==> src/rtl/sw_debounce_pkg.sv <==
// sw_debounce_pkg: shared defaults and sizing helper
// for the switch debouncer slice.
package sw_debounce_pkg;

  localparam int NUM_SW_DEFAULT          = 8;
  localparam int DEBOUNCE_CYCLES_DEFAULT = 1000000;

  // Bits needed to hold any value in 0..n.
  function automatic int cnt_width(input int n);
    return $clog2(n + 1);
  endfunction

endpackage

==> src/rtl/debounce_bit.sv <==
// debounce_bit: one switch lane -- 2-flop synchronizer,
// stability counter and debounced output flop.
//
// Ports:
//   clk    - clock, all state on rising edge
//   rst_n  - async active-low reset
//   i_raw  - asynchronous switch level
//   o_sw   - debounced level
//   o_upd  - high in the cycle before o_sw flips
module debounce_bit
  import sw_debounce_pkg::*;
#(
  parameter int DEBOUNCE_CYCLES = DEBOUNCE_CYCLES_DEFAULT
) (
  input  logic clk,
  input  logic rst_n,
  input  logic i_raw,
  output logic o_sw,
  output logic o_upd
);

  localparam int CW = cnt_width(DEBOUNCE_CYCLES);
  localparam logic [CW-1:0] CNT_LAST =
    CW'(DEBOUNCE_CYCLES - 1);

  logic          r_sync1;
  logic          r_sync2;
  logic [CW-1:0] r_cnt;
  logic          r_sw;

  logic w_diff;
  logic w_last;

  assign w_diff = r_sync2 ^ r_sw;
  assign w_last = (r_cnt == CNT_LAST);

  // Asserted when this edge will load the new level,
  // so the top can register the change alongside o_sw.
  assign o_upd = w_diff & w_last;
  assign o_sw  = r_sw;

  always_ff @(posedge clk or negedge rst_n) begin
    if (!rst_n) begin
      r_sync1 <= 1'b0;
      r_sync2 <= 1'b0;
      r_cnt   <= '0;
      r_sw    <= 1'b0;
    end else begin
      r_sync1 <= i_raw;
      r_sync2 <= r_sync1;
      if (!w_diff) begin
        r_cnt <= '0;
      end else if (w_last) begin
        r_cnt <= '0;
        r_sw  <= r_sync2;
      end else begin
        r_cnt <= r_cnt + 1'b1;
      end
    end
  end

endmodule

==> src/rtl/sw_debounce.sv <==
// sw_debounce: debounces NUM_SW board switches and
// reports changes once the post-reset window has passed.
//
// Ports:
//   clk            - clock, all state on rising edge
//   rst_n          - async active-low reset
//   sw_raw         - raw switch levels (bit0 = A)
//   sw             - debounced switch levels
//   sw_changed     - one-cycle pulse when sw changes
//   sw_change_mask - bits of sw that changed
//   ready          - initial settling window done
module sw_debounce
  import sw_debounce_pkg::*;
#(
  parameter int DEBOUNCE_CYCLES = DEBOUNCE_CYCLES_DEFAULT,
  parameter int NUM_SW          = NUM_SW_DEFAULT
) (
  input  logic              clk,
  input  logic              rst_n,
  input  logic [NUM_SW-1:0] sw_raw,
  output logic [NUM_SW-1:0] sw,
  output logic              sw_changed,
  output logic [NUM_SW-1:0] sw_change_mask,
  output logic              ready
);

  localparam int IW = cnt_width(DEBOUNCE_CYCLES + 2);
  localparam logic [IW-1:0] INIT_LAST =
    IW'(DEBOUNCE_CYCLES + 1);

  logic [NUM_SW-1:0] w_upd;
  logic [IW-1:0]     r_init_cnt;
  logic              r_ready;
  logic              r_changed;
  logic [NUM_SW-1:0] r_mask;

  for (genvar g = 0; g < NUM_SW; g++) begin : g_bit
    debounce_bit #(
      .DEBOUNCE_CYCLES(DEBOUNCE_CYCLES)
    ) u_bit (
      .clk  (clk),
      .rst_n(rst_n),
      .i_raw(sw_raw[g]),
      .o_sw (sw[g]),
      .o_upd(w_upd[g])
    );
  end

  // Counts to 2+DEBOUNCE_CYCLES then freezes; the
  // increment is gated by r_ready so it never wraps.
  always_ff @(posedge clk or negedge rst_n) begin
    if (!rst_n) begin
      r_init_cnt <= '0;
      r_ready    <= 1'b0;
    end else if (!r_ready) begin
      r_init_cnt <= r_init_cnt + 1'b1;
      if (r_init_cnt == INIT_LAST) begin
        r_ready <= 1'b1;
      end
    end
  end

  // Gated by the pre-edge ready, so updates landing on
  // the ready edge itself are still suppressed.
  always_ff @(posedge clk or negedge rst_n) begin
    if (!rst_n) begin
      r_changed <= 1'b0;
      r_mask    <= '0;
    end else begin
      r_changed <= r_ready & (|w_upd);
      r_mask    <= r_ready ? w_upd : '0;
    end
  end

  assign sw_changed     = r_changed;
  assign sw_change_mask = r_mask;
  assign ready          = r_ready;

endmodule

==> config.mk <==
export PLATFORM = sky130hd
export DESIGN_NAME = sw_debounce
export DESIGN_NICKNAME = d
export VERILOG_FILES = /design/src/rtl/sw_debounce_pkg.sv /design/src/rtl/debounce_bit.sv /design/src/rtl/sw_debounce.sv
export SDC_FILE = /design/constraint.sdc
export NUM_CORES = 1
export LEC_CHECK = 0
export ABC_AREA = 1
export BUFFER_PORTS_ARGS = -buffer_cell sky130_fd_sc_hd__clkbuf_2
export CORE_MARGIN = 5
export CORE_UTILIZATION = 50
export CTS_CLUSTER_DIAMETER = 40
export DETAILED_ROUTE_END_ITERATION = 7
export MAX_ROUTING_LAYER = met4
export PLACE_DENSITY = 0.77
export SLEW_MARGIN = 25
export SYNTH_ARGS = -nofsm -noshare
export SYNTH_HDL_FRONTEND = slang
export SYNTH_SLANG_ARGS = --single-unit
==> constraint.sdc <==
create_clock -name clk -period 3.36 [get_ports clk]
set_input_delay 0.168 -clock clk [delete_from_list [all_inputs] [get_ports clk]]
set_output_delay 0.168 -clock clk [all_outputs]
set_load 0.01 [all_outputs]
# After elaboration in Yosys (flattened, before gate mapping)
# Cells that the tools add are included.
[word_totals]
regBits = 214
inputBits = 10
elab_cells = 99
out_inout_bits = 18
[classes]
eq_ne = 9
bitwise_logic = 17
reduce_logical = 9
add_sub_neg = 9
n_mux = 19
[op_table]
columns = ["cell", "n"]
rows = [
  ["$mux W20", 16],
  ["$add A20 B1 Y20 const B", 9],
  ["$eq A20 B20 Y1 const B", 9],
  ["$reduce_and A2 Y1", 8],
  ["$and A1 B1 Y1", 9],
  ["$mux W8", 1],
  ["$reduce_or A8 Y1", 1],
  ["$xor A1 B1 Y1", 8],
  ["$mux W1", 2],
]

# Logic depth before layout (Yosys ltp)
[logic_depth]
depth_word = 4
mapped_depth = 10
mapped_depth_nobuf = 10

# Cells and area by module
# From an unflattened synthesis, not the netlist that was laid out.
[unflattened]
hier_cells = 1438
area_unflattened_um2 = 11831.3
[modules_own_cells]
columns = ["mod", "area_each_um2", "n_inst", "cells_each", "seq_area_each_um2"]
rows = [
  ["debounce_bit", 1290.0, 8, 157, 575.6],
  ["sw_debounce", 1511.4, 1, 182, 750.7],
]

# Worst setup path after synthesis
# No wires, ideal clock.
[synth_path]
path_kind = "flip-flop to flip-flop"
start = "register g_bit[6].u_bit.r_cnt[0]"
end = "register g_bit[6].u_bit.r_cnt[14]"
n_path_buf = 0
stages_incl_launch_ff = 9
setup_ns = 0.119
t_arrival_ns = 1.347
required_time_ns = 3.241
setup_slack_ns = 1.895
synth_period_minus_slack_ns = 1.465
path_cell_list = "dfrtp_1 -> ha_1 -> nand3_2 -> nor3_4 -> nand3_4 -> nor2_4 -> nand2_2 -> o21ai_1 -> nor2_1"
[synth_via]
elab_chain_len = 3
word_cells_on_any_way = 4
classes_between = "1 x add/sub; 1 x eq/ne; 2 x mux"
[synth_lines]
columns = ["item", "line_no", "rtl"]
rows = [
  ["start: declaration", "debounce_bit.sv:28", "logic [CW-1:0] r_cnt;"],
  ["start signal: assignment", "debounce_bit.sv:57", "r_cnt <= r_cnt + 1'b1;"],
  ["$add A20 B1 Y20 / $eq A20 B20 Y1 (equally long branches)", "debounce_bit.sv:57, debounce_bit.sv:35", ""],
  ["$mux W20 (*)", "debounce_bit.sv:53", "end else if (w_last) begin"],
  ["$mux W20 (*)", "debounce_bit.sv:51", "if (!w_diff) begin"],
]
# Every way passes the cells marked *; elsewhere a longest branch is shown, timed or not.
# A chain may end at the register's enable or synchronous reset.

==> metrics <==
Critical Path RT 3.79 ns; share of cells above drive strength 1 0.140; # IOs 28; final setup fails 0; endpoints failing hold 0; Tmin final 1.72 ns; most frequent cells in the layout dfrtp_1 (214), nor2_1 (210), nand2_1 (207), inv_1 (162), a21oi_1 (55); top cell type's share of synthesized area 0.500; CTS HTree Levels 1; post-synth top area cell dfrtp_1; clk buf depth 3; Die Wd 156 um; leakage 5.61 nW; Slew HR 0.400; Cell Chain, Critical Path inv_1 > nand4_1 > nor2_1 > nand4_1 > xor2_1; die area 24,500 um2; status completed; final core utilization 0.584; mapped cell area 10,700 um2; drt initial violations 476; synthesized flop and latch total 214; final critical-path share of the clock period 0.512; Avg Inst Size Synth 8.54 um2; Tot GR Track Use 0.181; via count 8,213; Syn Nets ~1,300; clk root buf clkbuf_16; worst path buffer plus inverter count 1; core footprint between 20,000 and 25,000 um2; global-route wire length before repair 36,700 um; DRT Pass-1 Iters 5; Port Buffer Count 27; Crit. End Element flop; worst hold path type in2async; arrival time worst endpoint 2.15 ns; worst hold slack 0.252 ns; Initial Util 0.508; post-DR vias/cell slightly above 5; Slowest-stage cell, CP dfrtp_1; most common cell after layout, fill and taps aside dfrtp_1; RD Place Congestion 0.897; Distinct cells, synth 43; max incr delay on CP around 0.50 ns; nets 1,335; grt ovf 0; Num CTS Buffers 30; Seq/Total Area, Yosys 0.500; Layout Cells excl Fill around 1,600; Slew Viols, Final 0; Layout Skew 0.0161 ns; worst-path fanout max 14; largest net degree at the start of global routing 122; clock slew at reported path FFs approximately 0.06 ns; unrepaired setup endpoints after global routing no; PD cells 491 nW/um2; area grow syn2layout 14.9%; Max-cap violations 0; most used cell, CP nand4_1; register-to-register setup slack 1.64 ns; fmax ~580 MHz; # DRC 0; WL per Instance 12.7 um; Routed Antenna Nets 0; Final HPWL DP 14,700 um; worst slew pin tran 0.900 ns; largest cells by area after synthesis dfrtp_1 (50%), nor2_1 (7.4%), nand2_1 (7.3%); Worst Setup Start Kind flop; final WL around 20,000 um; dpl cells about 1,500; Ys Warns 0; clock sinks 214; initial antenna violation count 0; n_diodes 0; CP top delay family simple AND/OR/NAND/NOR gates; Worst VDD drop roughly 330 uV; TNS Setup 0 ns; Die Y-Extent 156 um; row cnt 53; Cells after Synth 1,254; CTS tree yes; post-CTS setup buffers 0; Post-CTS Resized 0; worst-skew pair later-pin latency 0.54 ns; vias in the first global route 7,949; WS Path Type reg2reg; Tot Pwr roughly 6.0 mW
## timing repair
item | 4_1_cts | 5_1_grt
hold buffers | 9 | 0
setup endpoints to repair | 0 | 0
endpoints found under the hold margin | 125 | 0
## cells in the mapped netlist, drive strengths merged
| cell type | count |
|---|---|
| clkbuf | 1 |
| a41oi | 1 |
| a31oi | 3 |
| nor3b | 16 |
| o21ai | 39 |
| nor2 | 235 |
| nand2 | 221 |
| or2 | 2 |
| a211oi | 5 |
| a21oi | 56 |
| and3 | 3 |
| xnor2 | 20 |
| mux2 | 8 |
| ha | 10 |
| dfrtp | 214 |
| nor4 | 11 |
| buf | 10 |
| o211ai | 1 |
| o31ai | 1 |
| nand4 | 27 |
| nand3 | 64 |
| nand3b | 3 |
| o21a | 6 |
| nor3 | 69 |
| inv | 177 |
| xor2 | 51 |
## metal layers
layer | vias to the layer above | track usage | wire length [um]
li1 | 4139 | - | -
met1 | 3881 | 0.239 | 9310
met2 | 163 | 0.291 | 9820
met3 | 30 | 0.0279 | 968
met4 | 0 | 0.0512 | 371
met5 | - | - | 0
## path summary, 6_finish.rpt
kind / startpoint / cells after the start / to
max reg2reg: ready / 5 / r_init_cnt[19]
min reg2reg: g_bit[2].u_bit.r_sync1 / 0 / g_bit[2].u_bit.r_sync2
max: ready / 5 / r_init_cnt[19]
min: rst_n / 2 / g_bit[5].u_bit.r_sync2
min in group clk: sw_raw[3] / 2 / g_bit[3].u_bit.r_sync1
max in group asynchronous: rst_n / 3 / g_bit[1].u_bit.r_cnt[16]
## worst register-to-register path, stage by stage (launching register included)
cell     delay, ns
dfrtp_1       0.50
inv_1         0.45
nand4_1       0.20
nor2_1        0.19
nand4_1       0.12
xor2_1        0.15
## stage by stage
step	area (um2)	setup slack, ns
6_report	12300	1.64
5_1_grt	12300	1.45
4_1_cts	12300	1.65
3_5_place_dp	11200	1.66
3_3_place_gp	11200	1.67
2_1_floorplan	10700	1.89
## registers in the layout, indices dropped and copies added, names as in the netlist
name                 count
r_init_cnt              20
g_bit.u_bit.o_sw         8
sw_change_mask           8
g_bit.u_bit.r_sync2      8
ready                    1
g_bit.u_bit.r_sync1      8
sw_changed               1
g_bit.u_bit.r_cnt      160
## final cells by class
class,count,area [um2]
fill,1808,8780
sequential,214,5360
timing repair buffer,40,265
multi-input combinational,852,4620
inverter,177,664
clock buffer,36,825
tap,275,344
clock inverter,20,238
## where the power goes
part           internal, mW  total (mW)  switching, mW
registers              2.61        2.64         0.0254
clock network          2.07        3.25           1.17
logic                0.0476       0.161          0.113
## logic make-up after synthesis
logic type,share of synthesized area
AOI/OAI and AO/OA,0.0569
adders and majority gates,0.0117
and+or+nand+nor,0.296
DFF,0.500
xor gates and xnor gates,0.0580
muxes,0.00841
buffers and inverters,0.0691
(Power assumes the default switching activity.)
